## src/rtl/pool_pkg.sv

```systemverilog
// Shared types, constants and helpers for the 2x2 max-pool stage.
package pool_pkg;

    localparam int DATA_W    = 32;
    localparam int LANE_W    = 8;
    localparam int DIM_W     = 8;
    localparam int NUM_LANES = DATA_W / LANE_W;

    // Word pointers cover the full 32-bit byte address space.
    localparam int PTR_W = 30;

    typedef enum logic [2:0] {
        IDLE,
        RD0,
        RD1,
        RD2,
        RD3,
        WR,
        DONE
    } state_t;

    // Word index to byte address.
    function automatic logic [31:0] word2byte(input logic [PTR_W-1:0] addr);
        return {addr[29:0], 2'b00};
    endfunction

endpackage

```

## src/rtl/pool_2x2_lane_max4.sv

```systemverilog
// Lane-wise signed maximum of two packed words with optional ReLU clamp.
// Purely combinational; the top shares one instance across all merge steps.
module lane_max4 #(
    parameter int DATA_W = 32,
    parameter int LANE_W = 8
) (
    input  logic [DATA_W-1:0] a_i,
    input  logic [DATA_W-1:0] b_i,
    input  logic              relu_i,
    output logic [DATA_W-1:0] y_o
);

    localparam int NL = DATA_W / LANE_W;

    for (genvar gi = 0; gi < NL; gi++) begin : g_lane
        logic signed [LANE_W-1:0] lane_a;
        logic signed [LANE_W-1:0] lane_b;
        logic signed [LANE_W-1:0] lane_max;

        assign lane_a   = a_i[gi*LANE_W +: LANE_W];
        assign lane_b   = b_i[gi*LANE_W +: LANE_W];
        // Both operands are signed, so -128 correctly loses to everything.
        assign lane_max = (lane_a > lane_b) ? lane_a : lane_b;
        // A negative maximum is clamped to zero when ReLU is requested.
        assign y_o[gi*LANE_W +: LANE_W] = (relu_i && lane_max[LANE_W-1]) ? '0 : lane_max;
    end

endmodule

```

## src/rtl/pool_2x2.sv

```systemverilog
// 2x2 / stride-2 max-pool over a conv output BRAM, one output word every
// five cycles. Source reads use a 1-cycle-latency BRAM; the four reads of
// a window are merged into a per-lane running max and the result is
// written to the destination BRAM with a single-cycle strobe.
module pool_2x2
    import pool_pkg::*;
#(
    parameter int DATA_W = pool_pkg::DATA_W,
    parameter int LANE_W = pool_pkg::LANE_W,
    parameter int DIM_W  = pool_pkg::DIM_W
) (
    input  logic              clk,
    input  logic              rst,
    input  logic              start,
    output logic              finish,
    input  logic [DIM_W-1:0]  cfg_width,
    input  logic [DIM_W-1:0]  cfg_height,
    input  logic [DIM_W-1:0]  cfg_groups,
    input  logic              cfg_relu,
    input  logic [31:0]       cfg_src_base,
    input  logic [31:0]       cfg_dst_base,
    output logic              Msrc_en,
    output logic [31:0]       Msrc_addr,
    input  logic [DATA_W-1:0] Msrc_R_data,
    output logic              Mdst_en,
    output logic [31:0]       Mdst_addr,
    output logic [3:0]        Mdst_W_req,
    output logic [DATA_W-1:0] Mdst_W_data
);

    localparam logic [DIM_W-1:0] ONE_D = DIM_W'(1);
    localparam logic [DIM_W-1:0] TWO_D = DIM_W'(2);
    localparam logic [PTR_W-1:0] ONE_P = PTR_W'(1);
    localparam logic [PTR_W-1:0] TWO_P = PTR_W'(2);

    state_t            state_q;
    logic              start_q;
    logic              finish_q;

    // Frame configuration captured at launch.
    logic [DIM_W-1:0]  w_q;
    logic [DIM_W-1:0]  ow_q;
    logic [DIM_W-1:0]  oh_q;
    logic [DIM_W-1:0]  g_q;
    logic              h_odd_q;
    logic              relu_q;

    // Output-window position.
    logic [DIM_W-1:0]  ox_q;
    logic [DIM_W-1:0]  oy_q;
    logic [DIM_W-1:0]  gc_q;

    // Word pointers: row_q = (g, 2oy, 0), pix_q = (g, 2oy, 2ox), dst_q = next output word.
    logic [PTR_W-1:0]  row_q;
    logic [PTR_W-1:0]  pix_q;
    logic [PTR_W-1:0]  dst_q;

    logic [31:0]       msrc_addr_q;
    logic [31:0]       mdst_addr_q;
    logic [3:0]        mdst_req_q;
    logic [DATA_W-1:0] mdst_data_q;
    logic [DATA_W-1:0] max_q;

    logic [DIM_W-1:0]  ox_d;
    logic [DIM_W-1:0]  oy_d;
    logic [DIM_W-1:0]  gc_d;
    logic [PTR_W-1:0]  row_d;
    logic [PTR_W-1:0]  pix_d;

    logic [PTR_W-1:0]  w_ext;
    logic [PTR_W-1:0]  w2_ext;
    logic              last_ox;
    logic              last_oy;
    logic              last_g;
    logic              launch;
    logic              launch_empty;
    logic              relu_now;
    logic [DATA_W-1:0] lane_max;
    logic              unused_addr_lsbs;

    // Byte-offset bits of the bases are ignored; the BRAMs are word-addressed.
    assign unused_addr_lsbs = ^{cfg_src_base[1:0], cfg_dst_base[1:0]};

    assign w_ext  = PTR_W'(w_q);
    assign w2_ext = {w_ext[PTR_W-2:0], 1'b0};

    assign last_ox = (ox_q == ow_q - ONE_D);
    assign last_oy = (oy_q == oh_q - ONE_D);
    assign last_g  = (gc_q == g_q - ONE_D);

    assign launch       = (state_q == IDLE) && start && !start_q;
    assign launch_empty = (cfg_width < TWO_D) || (cfg_height < TWO_D) || (cfg_groups == '0);

    // ReLU only applies to the final merge; intermediate merges keep signs.
    assign relu_now = relu_q && (state_q == WR);

    lane_max4 #(
        .DATA_W (DATA_W),
        .LANE_W (LANE_W)
    ) u_lane_max (
        .a_i    (max_q),
        .b_i    (Msrc_R_data),
        .relu_i (relu_now),
        .y_o    (lane_max)
    );

    // Next window position and pointers, stepping with adders only.
    always_comb begin
        ox_d  = ox_q;
        oy_d  = oy_q;
        gc_d  = gc_q;
        row_d = row_q;
        pix_d = pix_q;
        if (!last_ox) begin
            ox_d  = ox_q + ONE_D;
            pix_d = pix_q + TWO_P;
        end else begin
            ox_d = '0;
            if (!last_oy) begin
                oy_d  = oy_q + ONE_D;
                row_d = row_q + w2_ext;
            end else begin
                // Skip the dropped odd last row to reach the next plane.
                oy_d  = '0;
                gc_d  = gc_q + ONE_D;
                row_d = row_q + w2_ext + (h_odd_q ? w_ext : '0);
            end
            pix_d = row_d;
        end
    end

    // Frame sequencer with registered BRAM-side outputs.
    always_ff @(posedge clk or negedge rst) begin
        if (!rst) begin
            state_q     <= IDLE;
            start_q     <= 1'b0;
            finish_q    <= 1'b0;
            w_q         <= '0;
            ow_q        <= '0;
            oh_q        <= '0;
            g_q         <= '0;
            h_odd_q     <= 1'b0;
            relu_q      <= 1'b0;
            ox_q        <= '0;
            oy_q        <= '0;
            gc_q        <= '0;
            row_q       <= '0;
            pix_q       <= '0;
            dst_q       <= '0;
            msrc_addr_q <= '0;
            mdst_addr_q <= '0;
            mdst_req_q  <= '0;
            mdst_data_q <= '0;
            max_q       <= '0;
        end else begin
            start_q    <= start;
            mdst_req_q <= 4'h0;
            case (state_q)
                IDLE: begin
                    if (launch) begin
                        w_q     <= cfg_width;
                        ow_q    <= cfg_width >> 1;
                        oh_q    <= cfg_height >> 1;
                        g_q     <= cfg_groups;
                        h_odd_q <= cfg_height[0];
                        relu_q  <= cfg_relu;
                        ox_q    <= '0;
                        oy_q    <= '0;
                        gc_q    <= '0;
                        if (launch_empty) begin
                            state_q  <= DONE;
                            finish_q <= 1'b1;
                        end else begin
                            state_q     <= RD0;
                            row_q       <= cfg_src_base[31:2];
                            pix_q       <= cfg_src_base[31:2];
                            dst_q       <= cfg_dst_base[31:2];
                            msrc_addr_q <= word2byte(cfg_src_base[31:2]);
                        end
                    end
                end
                RD0: begin
                    msrc_addr_q <= word2byte(pix_q + ONE_P);
                    state_q     <= RD1;
                end
                RD1: begin
                    max_q       <= Msrc_R_data;
                    msrc_addr_q <= word2byte(pix_q + w_ext);
                    state_q     <= RD2;
                end
                RD2: begin
                    max_q       <= lane_max;
                    msrc_addr_q <= word2byte(pix_q + w_ext + ONE_P);
                    state_q     <= RD3;
                end
                RD3: begin
                    max_q   <= lane_max;
                    state_q <= WR;
                end
                WR: begin
                    mdst_data_q <= lane_max;
                    mdst_addr_q <= word2byte(dst_q);
                    mdst_req_q  <= 4'hF;
                    dst_q       <= dst_q + ONE_P;
                    if (last_ox && last_oy && last_g) begin
                        state_q  <= DONE;
                        finish_q <= 1'b1;
                    end else begin
                        ox_q        <= ox_d;
                        oy_q        <= oy_d;
                        gc_q        <= gc_d;
                        row_q       <= row_d;
                        pix_q       <= pix_d;
                        msrc_addr_q <= word2byte(pix_d);
                        state_q     <= RD0;
                    end
                end
                DONE: begin
                    if (!start) begin
                        finish_q <= 1'b0;
                        state_q  <= IDLE;
                    end
                end
                default: state_q <= IDLE;
            endcase
        end
    end

    assign finish      = finish_q;
    assign Msrc_en     = 1'b1;
    assign Msrc_addr   = msrc_addr_q;
    assign Mdst_en     = 1'b1;
    assign Mdst_addr   = mdst_addr_q;
    assign Mdst_W_req  = mdst_req_q;
    assign Mdst_W_data = mdst_data_q;

endmodule

```

## config.mk

```make
export PLATFORM = sky130hd
export DESIGN_NAME = pool_2x2
export DESIGN_NICKNAME = d
export VERILOG_FILES = /design/src/rtl/pool_pkg.sv /design/src/rtl/pool_2x2_lane_max4.sv /design/src/rtl/pool_2x2.sv
export SDC_FILE = /design/constraint.sdc
export NUM_CORES = 1
export LEC_CHECK = 0
export ABC_CLOCK_PERIOD_IN_PS = 6400
export BUFFER_PORTS_ARGS = -buffer_cell sky130_fd_sc_hd__buf_4
export CORE_ASPECT_RATIO = 0.8
export CORE_UTILIZATION = 45
export DETAILED_ROUTE_END_ITERATION = 16
export PLACE_DENSITY_LB_ADDON = 0.2
export SETUP_SLACK_MARGIN = 0.3
export SYNTH_ARGS = -nofsm -noshare
export SYNTH_HDL_FRONTEND = slang
export SYNTH_SLANG_ARGS = --single-unit
```

## constraint.sdc

```tcl
create_clock -name clk -period 6.4 [get_ports clk]
set_input_delay 1.6 -clock clk [delete_from_list [all_inputs] [get_ports clk]]
set_output_delay 1.6 -clock clk [all_outputs]
set_load 0.02 [all_outputs]
```

==> results of run 1 <==
path summary, 6_finish.rpt:
| check | start | end | slack [ps] | depth (start not counted) |
|---|---|---|---|---|
| max | w_q[0]$_DFFE_PN0P_ | Msrc_addr[13]$_DFFE_PN0P_ | 1520 | 12 |
| min in group asynchronous | rst | Mdst_W_data[18]$_DFFE_PN0P_ | 1060 | 1 |
| max reg2reg | w_q[0]$_DFFE_PN0P_ | Msrc_addr[13]$_DFFE_PN0P_ | 1520 | 12 |
| min reg2reg | Mdst_addr[29]$_DFFE_PN0P_ | Mdst_addr[29]$_DFFE_PN0P_ | 480 | 2 |
| min | Mdst_addr[29]$_DFFE_PN0P_ | Mdst_addr[29]$_DFFE_PN0P_ | 480 | 2 |
| max in group asynchronous | rst | row_q[18]$_DFFE_PN0P_ | 4140 | 2 |
per-layer routing:
metal | global-route usage [%] | wire, microns | share of wire (%) | vias to the layer above
li1 | - | - | - | 8642
met1 | 41.7 | 27700 | 45 | 8728
met2 | 43.4 | 27100 | 44 | 828
met3 | 5.56 | 6050 | 9.7 | 96
met4 | 6.76 | 1330 | 2.1 | 0
met5 | 0 | 0 | 0 | -
worst max-delay path: stages (launching register included):
cell and delay (ps):
dfrtp_1 460, ha_1 270, fa_1 420, a211oi_1 440
nor3_1 130, or4b_1 530, o31a_1 360, nor4_2 630
nand2b_1 390, o21ai_0 400, xor2_1 120, a2111oi_0 490
nor2_1 90
cell families after synthesis:
logic type	Yosys count	share of synthesized area [%]
compound gates	602	19.9
xor+xnor	166	7.65
fa+ha+maj	68	4.60
buf+inv	204	4.60
flops	269	35.4
mux	73	4.07
other cells	2	0.0395
simple gates	971	23.7
metrics by stage:
step                worst slack [ps]  cells  hold slack, ps  area (sq um)
floorplan                       2190   2359             454         19000
global placement                1580   3001             465         21000
detailed placement              1530   3001             465         21000
CTS                             1690   3059             480         22100
global route                    1310   3059             502         22100
finish                          1520   3059             476         22100
sequential cells by signal (all words and copies together) (netlist names):
signal,cells
w_q,8
pix_q,30
h_odd_q,1
state_q,3
ox_q,8
relu_q,1
oy_q,8
g_q,8
row_q,30
Msrc_addr,30
dst_q,30
gc_q,8
start_q,1
finish,1
oh_q,7
max_q,32
Mdst_addr,30
Mdst_W_data,32
Mdst_W_req,1
layout by cell type (no fill, tap or decap), types with 12 or more instances in the layout:
cell	Yosys	layout
nand2_1	407	406
dfrtp_1	269	269
buf_4	16	237
nor2_1	234	234
a21oi_1	156	153
o21ai_0	153	153
xnor2_1	97	97
xor2_1	69	69
ha_1	65	65
nand3_1	63	63
inv_1	61	61
nor3_1	59	59
mux2i_1	41	41
o21a_1	40	40
o22ai_1	39	39
a31oi_1	37	37
o211ai_1	36	36
nand4_1	32	32
mux2_2	31	31
clkbuf_16	0	31
and3_1	25	25
nor4_1	25	24
and2_1	20	20
a21o_1	16	16
a211oi_1	16	16
or3_1	15	15
nand2b_1	14	14
nand3b_1	14	14
o31ai_1	12	12
cell type report:
class,instances,area share (%)
Tap cell,544,3.08
Multi-Input combinational cell,1886,52.0
Timing Repair Buffer,239,8.22
Inverter,63,1.08
Clock buffer,39,3.83
Clock inverter,19,1.24
Sequential cell,269,30.5
power by group:
group	leakage, nW	switching (W)	internal (W)
Combinational	5.82	0.00452	0.00284
Sequential	3.25	0.00101	0.00248
Clock	0.550	0.000783	0.00118
Total	9.62	0.00631	0.00650
==> summary.md, run 1 <==
| Metric | Value |
|---|---|
| TritonCTS clock tree | yes |
| Vias in the first global route | roughly 17,000 |
| Least-Margin Pin Slew | about 1100 ps |
| Die area | 43,100 sq um |
| Total CTS buffers | 31 |
| Final ANT Viol Nets | 0 |
| Layout cells sized above 1 | 14.2% |
| Hold Violations, Final | 0 |
| Leak | approximately 9.6 nW |
| Hold_buf cts | 0 |
| Synth top area cells | dfrtp_1 35%, nand2_1 8.0%, nor2_1 4.6% |
| Global-route wire length before repair | 97.6 mm |
| Ant. Diodes | 0 |
| Syn Inst Count | 2,355 |
| PortBufs | 216 |
| H-tree Lvls | 1 |
| # setup viols final | 0 |
| Area Growth Syn to Fin | 16.1% |
| Pwr Density | 580 nW/um^2 |
| Drt first pass iters | 6 |
| Clock slew at reported path FFs | roughly 70 ps |
| Final layout net count | 2,682 |
| Vias per cell | around 6 |
| Total power | 0.0128 W |
| Post-route clock period utilization | 76.2% |
| Multi-input gate area | 11,500 sq um |
| CP arrival | roughly 5300 ps |
| Synth top cells by count | 407 x nand2_1, 269 x dfrtp_1, 234 x nor2_1, 156 x a21oi_1, 153 x o21ai_0 |
| CP required | 6860 ps |
| Via count | around 18,000 |
| Syn_area_per_cell | 8.07 sq um |
| I/O pins | 227 |
| Sequential-to-total area share from yosys stat | 35.4% |
| CTS sink cnt | 269 |
| # rows | 66 |
| DR WL/cell | 20.3 microns |
| WL final | 62.2 mm |
| RSZ-0062 raised after global routing | no |
| Initial antenna violation count | 1 |
| Residual DRC | 0 |
| GRT Overall Usage | between 20 and 30% |
| Drt initial violations | 1,535 |
| Initial Util | 46.2% |
| Worst Setup Path Type | flip-flop to flip-flop |
| Max cap viols | 0 |
| Placeable Area | 41,100 sq um |
| Top-area cell type share of the netlist area | 35.4% |
| Detail Placement HPWL | 45.1 mm |
| Worst Setup Start Kind | flip-flop |
| Fmax achieved | 0.205 GHz |
| Worst slew margin | 28.7% |
| Cell taking the most area after synthesis | dfrtp_1 |
| Primary FF master, synth | dfrtp_1 |
| Max-slew violations | 0 |
| Synth Cell Area | 19,000 sq um |
| TNS Setup | 0 ps |
| Max IR drop VDD | 293 uV |
| Post-CTS Resized | 0 |
| FILL cells | 3,888 |
| CP endpoint kind | flip-flop |
| Reg area | 6730 sq um |
| Min Tclk post-route | 4880 ps |
| Clock Latency Late Sink | 590 ps |
| Yosys reg bits | 269 |
| Most frequent cell after synthesis | nand2_1 |
| Congestion Overflow GR | 0 |
| Die Wd | 232 microns |
| Util after Layout | 53.7% |
| Clk buf depth | 3 |
| Number of distinct library cells after synthesis | 87 |
| Post-synth EDFFs | 0 |
| Ys Warns | 0 |
| Root Driver | clkbuf_16 |
| Largest net degree at the start of global routing | 127 |
| Outcome | finished clean |
| Setup Skew | 12.1 ps |
| RD Place Congestion | 0.984 |
| Post-CTS setup buffer count | 0 |
| Tightest Hold Check Type | flip-flop to flip-flop |
| CP Max Fanout | 7 |
| Synth async-reset ratio | 100% |
| Die Y | 186 microns |
Power figures use the tool's default switching activity.
==> inputs of run 2 (changes only) <==
--- a/config.mk
+++ b/config.mk
@@ -5,7 +5,8 @@
 export SDC_FILE = /design/constraint.sdc
 export NUM_CORES = 1
 export LEC_CHECK = 0
-export ABC_CLOCK_PERIOD_IN_PS = 6400
+export ABC_AREA = 1
+export ABC_CLOCK_PERIOD_IN_PS = 4000
 export BUFFER_PORTS_ARGS = -buffer_cell sky130_fd_sc_hd__buf_4
 export CORE_ASPECT_RATIO = 0.8
 export CORE_UTILIZATION = 45
==> constraint.sdc (replaced) <==
create_clock -name clk -period 4 [get_ports clk]
set_input_delay 1 -clock clk [delete_from_list [all_inputs] [get_ports clk]]
set_output_delay 1 -clock clk [all_outputs]
set_load 0.02 [all_outputs]
==> summary.md, run 2 <==
| Metric | Value |
|---|---|
| Final ANT Viol Nets | 0 (unchanged) |
| Largest stage delay on the critical path | 420 ps (-210 ps) |
| Synth top cells by count | 1,074 x nand2_1, 335 x inv_1, 286 x nor2_1, 269 x dfrtp_1, 253 x nand3_1 |
| Placeable Area | 45,600 sq um (+11%) |
| Tightest Hold Check Type | primary input to asynchronous set/reset pin |
| Final layout net count | 3,589 (+34%) |
| Pwr Density | 852 nW/um^2 (+47%) |
| Net switching power | 0.0110 W (+74%) |
| Synth async-reset ratio | 100% (unchanged) |
| Most frequent cells in the layout | 1,052 x nand2_1, 334 x inv_1, 276 x nor2_1, 273 x buf_4, 269 x dfrtp_1 |
| GR Util met3 | 7.93% (+2.4 points) |
| Met1 global-route usage | 48.4% (+6.7 points) |
| Die area | 47,000 sq um (+9.2%) |
| CP startpoint | w_q[0]$_DFFE_PN0P_ |
| RR Startpoint | w_q[0]$_DFFE_PN0P_ |
| Crit path buf inv count | 1 (+1) |
| Internal Power | 0.0100 W (+54%) |
| CP Max Fanout | 5 (-2) |
| DR WL/cell | 18.7 microns (-7.9%) |
| Synth Cell Area | 20,800 sq um (+9.3%) |
| Top-area cell type share of the netlist area | 32.4% (-3.0 points) |
| Most frequent cell after synthesis | nand2_1 |
| Global-route wire length before repair | 116 mm (+18%) |
| Max IR drop VDD | 419 uV (+43%) |
| Outcome | finished clean |
| Total CTS buffers | 31 (unchanged) |
| Drt first pass iters | 6 (unchanged) |
| GRT Overall Usage | 31.3% (+2.7 points) |
| # rows | 70 (+6.1%) |
| CP Capture Point | Msrc_addr[12]$_DFFE_PN0P_ |
| Area Growth Syn to Fin | 18.5% |
| Number of cells on the critical path | 21 (+9) |
| Congestion Overflow GR | 0 (unchanged) |
| Seq pwr share | 24.5% (-2.7 points) |
| Drt initial violations | 2,321 (+51%) |
| Largest delay share family, worst path | simple AND/OR/NAND/NOR gates |
| Reg-to-reg endpoint | Msrc_addr[12]$_DFFE_PN0P_ |
| Comb power frac | 61.3% (+3.9 points) |
| Largest net degree at the start of global routing | 88 (-31%) |
| Post-placement cell area | 23,100 sq um (+10%) |
| Worst Setup Start Kind | flip-flop |
| Syn_area_per_cell | 6.50 sq um (-19%) |
| Sequential-to-total area share from yosys stat | 32.4% (-3.0 points) |
| Layout cells sized above 1 | 15.4% (+1.2 points) |
| TritonCTS clock tree | yes |
| Max cap viols | 0 (unchanged) |
| Met2 GRT Util | 43.3% (-0.077 points) |
| Die Wd | 242 microns (+4.5%) |
| CP Cell Sequence | ha_4, fa_2, nand3_2, nand2_2, nand2_2, nand2_4, xor2_4, ha_4, inv_1, o21ai_2, a21oi_1, nand2_2, nand4_4, nor2_4, nand2_1, nand2_1, o21ai_0, o21ai_1, nand4_1, nand2_1, nand2_1 |
| Switching portion of total power | 52.3% (+3.0 points) |
| Detail Placement HPWL | 57.7 mm (+28%) |
| Initial Util | 45.5% (-0.70 points) |
| Clk network pwr share | 14.2% (-1.1 points) |
| Number of distinct library cells after synthesis | 66 (-24%) |
| Clock slew at reported path FFs | 70 ps (about the same) |
| Ys Warns | 0 (unchanged) |
| Clk buf depth | 3 (unchanged) |
| TNS Setup | 0 ps (unchanged) |
| PortBufs | 216 (unchanged) |
| Setup Skew | 34.2 ps (+22.0 ps) |
| Vias per cell | 5.47 (-8.6%) |
| Reg2reg setup slack | 350 ps (-1170 ps) |
| Fmax achieved | 0.274 GHz (+34%) |
| Most used cell, CP | nand2_1 |
| Root Driver | clkbuf_16 |
| Hold Violations, Final | 0 (unchanged) |
| Yosys reg bits | 269 (unchanged) |
| Slowest-stage cell, CP | dfrtp_1 |
| Worst Setup Path Type | flip-flop to flip-flop |
| Final instance area | 24,600 sq um (+12%) |
| H-tree Lvls | 1 (unchanged) |
| Post-synth EDFFs | 0 (unchanged) |
| Via count | 22,100 (+21%) |
| I/O pins | 227 (unchanged) |
| Min Hold Slack | 391 ps (-84.7 ps) |
| Post-route clock period utilization | 91.2% (+15 points) |
| CTS sink cnt | 269 (unchanged) |
| WL final | 75.6 mm (+21%) |
| Initial antenna violation count | 3 (+2) |
| Syn Inst Count | 3,194 (+36%) |
| Most common cell after layout, fill and taps aside | nand2_1 |
| Gr busiest metal | met1 |
| Leak | 12.4 nW (+29%) |
| Max-slew violations | 0 (unchanged) |
| RSZ-0062 raised after global routing | yes |
| CP required | 4480 ps (-2380 ps) |
| Primary FF master, synth | dfrtp_1 |
| Residual DRC | 0 (unchanged) |
| Worst slew margin | 46.3% (+18 points) |
| Least-Margin Pin Slew | 798 ps (-267 ps) |
| Worst r2r path cells | 21 (+9) |
| Die Y | 194 microns (+4.5%) |
| CP arrival | 4120 ps (-1210 ps) |
| Cell taking the most area after synthesis | dfrtp_1 |
| Min Tclk post-route | 3650 ps (-1230 ps) |
| Util after Layout | 53.9% (+0.27 points) |
| RD Place Congestion | 0.963 (-2.1%) |
| Clock Latency Late Sink | 610 ps (+20 ps) |
| Synth top area cells | dfrtp_1 32%, nand2_1 19%, nand3_1 6.1% |
| CP endpoint kind | flip-flop |
| # setup viols final | 0 (unchanged) |
| Vias in the first global route | 20,300 (+17%) |
==> run 2: worst reg2reg max path: stages (launching register included) <==
cell and delay [ps]:
dfrtp_1 420, ha_4 190, fa_2 400, nand3_2 70, nand2_2 80, nand2_2 100
nand2_4 70, xor2_4 170, ha_4 290, inv_1 40, o21ai_2 120, a21oi_1 70
nand2_2 120, nand4_4 150, nor2_4 220, nand2_1 70, nand2_1 100, o21ai_0 150
o21ai_1 280, nand4_1 210, nand2_1 120, nand2_1 60
==> run 2: final cells by class <==
cell class                 count  area (sq um)
antenna                        2          5.00
clock buffer                  40           860
clock inverter                16           165
fill                        4538         21000
inverter                     362          1370
multi-input combinational   2452         12500
sequential                   269          6730
tap                          612           766
timing repair buffer         281          2180
==> run 2: cell families (layout without fill, tap and decap cells) <==
family / Yosys count / count (layout) / share of synthesized area [%]
other cells: 2 / 8 / 0.0362
buf+inv: 477 / 699 / 9.25
flops: 269 / 269 / 32.4
mux: 3 / 3 / 0.163
fa+ha+maj: 68 / 68 / 4.20
simple gates: 1826 / 1826 / 38.0
compound gates: 462 / 462 / 12.2
xor+xnor: 87 / 87 / 3.70
==> run 2: worst min-delay path by stage <==
stage,startpoint,end,cells past startpoint
final,rst,g_q[6]$_DFFE_PN0P_,1
after floorplan,row_q[1]$_DFFE_PN0P_,row_q[1]$_DFFE_PN0P_,2
after global routing,rst,g_q[6]$_DFFE_PN0P_,1
after CTS,rst,g_q[1]$_DFFE_PN0P_,1
after detailed placement,Mdst_addr[4]$_DFFE_PN0P_,Mdst_addr[4]$_DFFE_PN0P_,2
after global placement,Mdst_addr[31]$_DFFE_PN0P_,Mdst_addr[31]$_DFFE_PN0P_,2
==> run 2: routing by layer <==
layer / up-vias / share of wire (%) / routed length (microns)
met1: 10400 / 48 / 36500
met5: - / 0.016 / 12
met2: 908 / 40 / 30000
met4: 2 / 1.9 / 1440
met3: 79 / 10 / 7660
li1: 10700 / - / -
==> run 2: stage by stage <==
step	std cells	power [W]	worst slack, ps
floorplan	3198	0.0131	767
global placement	3963	0.0168	176
detailed placement	3963	0.0170	164
CTS	4021	0.0202	297
global route	4034	0.0226	238
finish	4034	0.0210	353
==> run 2: power by group through the flow <==
stage	logic, W	clock network [W]	registers, W
final	0.0129	0.00297	0.00514
after global routing	0.0142	0.00311	0.00528
after CTS	0.0121	0.00301	0.00509
after detailed placement	0.0119	0	0.00509
after global placement	0.0117	0	0.00506
after floorplan	0.00771	0	0.00535
==> run 2: what timing repair did <==
item	CTS	global route
pin swaps	6	45
hold buffers	0	0
cloned	0	0
resized for setup	15	80
buffers inserted	2	11
endpoints found under the setup margin	27	62
==> inputs of run 3 (changes only) <==
--- a/config.mk
+++ b/config.mk
@@ -12,7 +12,9 @@
 export CORE_UTILIZATION = 45
 export DETAILED_ROUTE_END_ITERATION = 16
 export PLACE_DENSITY_LB_ADDON = 0.2
+export REMOVE_ABC_BUFFERS = 1
 export SETUP_SLACK_MARGIN = 0.3
 export SYNTH_ARGS = -nofsm -noshare
 export SYNTH_HDL_FRONTEND = slang
+export SYNTH_HIERARCHICAL = 1
 export SYNTH_SLANG_ARGS = --single-unit
==> summary.md, run 3 <==
| Metric | Value |
|---|---|
| Outcome | finished clean |
| Met2 GRT Util | 44.3% (+0.99 points) |
| I/O pins | 227 (unchanged) |
| RD Place Congestion | 0.966 (+0.37%) |
| Global-route wire length before repair | 114 mm (-1.6%) |
| Hold Violations, Final | 0 (unchanged) |
| Total CTS buffers | 34 (+9.7%) |
| Clock Latency Late Sink | 560 ps (-50 ps) |
| Worst r2r path cells | 23 (+9.5%) |
| GRT Overall Usage | 30.0% (-1.4 points) |
| Post-synth EDFFs | 0 (unchanged) |
| # setup viols final | 0 (unchanged) |
| Synth top area cells | dfrtp_1 32%, nand2_1 21%, inv_1 7.3% |
| Placed cells | 4,058 (+2.4%) |
| Most frequent cells in the layout | 1,138 x nand2_1, 406 x inv_1, 301 x nor2_1, 286 x buf_4, 268 x dfrtp_1 |
| Util after Layout | 54.4% (+0.50 points) |
| # rows | 70 (unchanged) |
| RR Startpoint | row_q[1]$_DFFE_PN0P_ |
| Min Tclk post-route | 3610 ps (-40.2 ps) |
| Area Growth Syn to Fin | 18.9% |
| Drt initial violations | 1,998 (-14%) |
| Placeable Area | 45,800 sq um (+0.38%) |
| Max-slew violations | 0 (unchanged) |
| Ant. Diodes | 0 (-2) |
| Final ANT Viol Nets | 0 (unchanged) |
| Reg2reg setup slack | 390 ps (+40 ps) |
| Sequential-to-total area share from yosys stat | 32.1% (-0.31 points) |
| Setup WS pre-CTS | 137 ps (-26.3 ps) |
| CP endpoint kind | flip-flop |
| Initial Util | 45.8% (+0.26 points) |
| Initial antenna violation count | 1 (-2) |
| Clk buf depth | 3 (unchanged) |
| Fmax achieved | 0.277 GHz (+1.1%) |
| Least-Margin Pin Slew | 747 ps (-50.9 ps) |
| Tightest Hold Check Type | primary input to asynchronous set/reset pin |
| CP Max Fanout | 4 (-1) |
| Leak | 13.2 nW (+6.4%) |
| Ys Warns | 6 (+6) |
| Yosys reg bits | 269 (unchanged) |
| Largest stage delay on the critical path | 380 ps (-40 ps) |
| Synth top cells by count | 1,151 x nand2_1, 409 x inv_1, 313 x nor2_1, 276 x nand3_1, 269 x dfrtp_1 |
| Most frequent cell after synthesis | nand2_1 |
| Reg-to-reg endpoint | Msrc_addr[12]$_DFFE_PN0P_ |
| Final layout net count | 3,687 (+2.7%) |
| Via count | 22,100 (+0.29%) |
| Total power | 0.0209 W (-0.37%) |
| CP Cell Sequence | ha_2, fa_2, nand3_2, nand3_4, nand2_2, nand2_4, xor2_2, ha_1, nand2_1, buf_4, inv_2, nand4_1, nand3_4, inv_4, nor2_4, nand2_2, buf_4, xor2_1, nor2_1, o22ai_1, nand4_1, nand2_1, nand2_1 |
| Clock slew at reported path FFs | 60 ps (about the same) |
| Cell taking the most area after synthesis | dfrtp_1 |
| Die Y | 195 microns (+0.47%) |
| Largest net degree at the start of global routing | 119 (+35%) |
| Number of distinct library cells after synthesis | 66 (unchanged) |
| Layout cells sized above 1 | 14.3% (-1.1 points) |
| Congestion Overflow GR | 0 (unchanged) |
| Residual DRC | 0 (unchanged) |
| Worst Setup Path Type | flip-flop to flip-flop |
| Vias per cell | 5.36 (-2.0%) |
| Synth async-reset ratio | 100% (unchanged) |
| Slowest-stage cell, CP | dfrtp_1 |
| WL final | 71.3 mm (-5.6%) |
| Most used cell, CP | nand2_1 |
| Max cap viols | 0 (unchanged) |
| CP arrival | 4060 ps (-60 ps) |
| Die Wd | 243 microns (+0.47%) |
| TritonCTS clock tree | yes |
| Worst slew margin | 50.2% (+4.0 points) |
| Most common cell after layout, fill and taps aside | nand2_1 |
| PortBufs | 216 (unchanged) |
| CP required | 4450 ps (-30 ps) |
| Gr busiest metal | met2 |
| Syn_area_per_cell | 6.39 sq um (-1.7%) |
| Drt first pass iters | 6 (unchanged) |
| Top-area cell type share of the netlist area | 32.1% (-0.31 points) |
| GR Util met3 | 5.51% (-2.4 points) |
| Detail Placement HPWL | 53.3 mm (-7.5%) |
| Pwr Density | 838 nW/um^2 (-1.7%) |
| Met1 global-route usage | 44.0% (-4.4 points) |
| Post-route non-filler standard cell count | 4,130 (+2.4%) |
| Worst Setup Start Kind | flip-flop |
| Synth Cell Area | 21,000 sq um (+0.95%) |
| Root Driver | clkbuf_16 |
| CTS sink cnt | 269 (unchanged) |
| DR WL/cell | 17.3 microns (-7.8%) |
| Post-route clock period utilization | 90.2% (-1.0 points) |
| Vias in the first global route | 20,900 (+3.1%) |
| Setup Skew | 26.6 ps (-7.52 ps) |
| Max IR drop VDD | 447 uV (+6.6%) |
| RSZ-0062 raised after global routing | yes |
| H-tree Lvls | 2 (+1) |
| Syn Inst Count | 3,281 (+2.7%) |
| Die area | 47,500 sq um (+0.94%) |
| Setup slack after layout | 393 ps (+40.2 ps) |
| Primary FF master, synth | dfrtp_1 |
==> run 3: layout make-up <==
class	instances	area, sq um
clock inverter	16	249
inverter	427	1610
timing repair buffer	292	2240
tap	612	766
clock buffer	43	915
sequential	269	6730
multi-input combinational	2471	12400
fill	4499	20900
==> run 3: kinds of logic after synthesis <==
| group | synth area share (%) |
|---|---|
| adder cells (fa/ha/maj) | 4.17 |
| buffers and inverters | 10.4 |
| multiplexers | 0.155 |
| flip-flops | 32.1 |
| XOR/XNOR | 3.47 |
| other | 0.0358 |
| AND/OR/NAND/NOR | 38.6 |
| AO/OA/AOI/OAI | 11.0 |
==> run 3: worst max path at each step <==
| stage | startpoint | end | slack, ps | cells after the start |
|---|---|---|---|---|
| 3_5_place_dp | w_q[0]$_DFFE_PN0P_ | Msrc_addr[15]$_DFFE_PN0P_ | 140 | 22 |
| 4_1_cts | w_q[0]$_DFFE_PN0P_ | Msrc_addr[15]$_DFFE_PN0P_ | 300 | 22 |
| 6_report | row_q[1]$_DFFE_PN0P_ | Msrc_addr[12]$_DFFE_PN0P_ | 390 | 23 |
| 2_1_floorplan | state_q[0]$_DFFE_PN0P_ | dst_q[17]$_DFFE_PN0P_ | -3600 | 9 |
| 5_1_grt | row_q[1]$_DFFE_PN0P_ | Msrc_addr[30]$_DFFE_PN0P_ | 170 | 26 |
| 3_3_place_gp | w_q[0]$_DFFE_PN0P_ | Msrc_addr[15]$_DFFE_PN0P_ | 220 | 22 |
==> run 3: per-stage QoR <==
stage | hold WS (ps) | area [sq um] | setup TNS (ps)
finish | 370 | 24900 | 0
global route | 385 | 24900 | 0
CTS | 354 | 24500 | 0
detailed placement | 462 | 23300 | 0
global placement | 458 | 23300 | 0
floorplan | 453 | 20400 | -676150
==> run 3: what timing repair did <==
item	in CTS	in global routing
hold buffers	0	0
buffers inserted	0	13
resized for setup	10	76
endpoints found under the setup margin	28	56
pin swaps	3	27
==> run 3: layer usage <==
layer	vias up	routed length, microns	part of all wire, %
met4	2	1970	2.8
met5	-	17	0.024
li1	10900	-	-
met2	826	30100	42
met3	114	6290	8.8
met1	10300	33000	46
==> run 3: report_power, final <==
part	internal (W)	leakage, nW	total (W)	switching, W
Combinational	0.00431	9.38	0.0125	0.00820
Clock	0.00191	0.556	0.00326	0.00134
Sequential	0.00396	3.26	0.00513	0.00117
Total	0.0102	13.2	0.0209	0.0107
==> run 3: worst max-delay path: cells and delay by family, from the launching register on <==
family / cells / cell delay [ps]
buf+inv: 4 / 380
xor+xnor: 2 / 310
compound gates: 1 / 190
flops: 1 / 380
simple gates: 13 / 1360
fa+ha+maj: 3 / 890
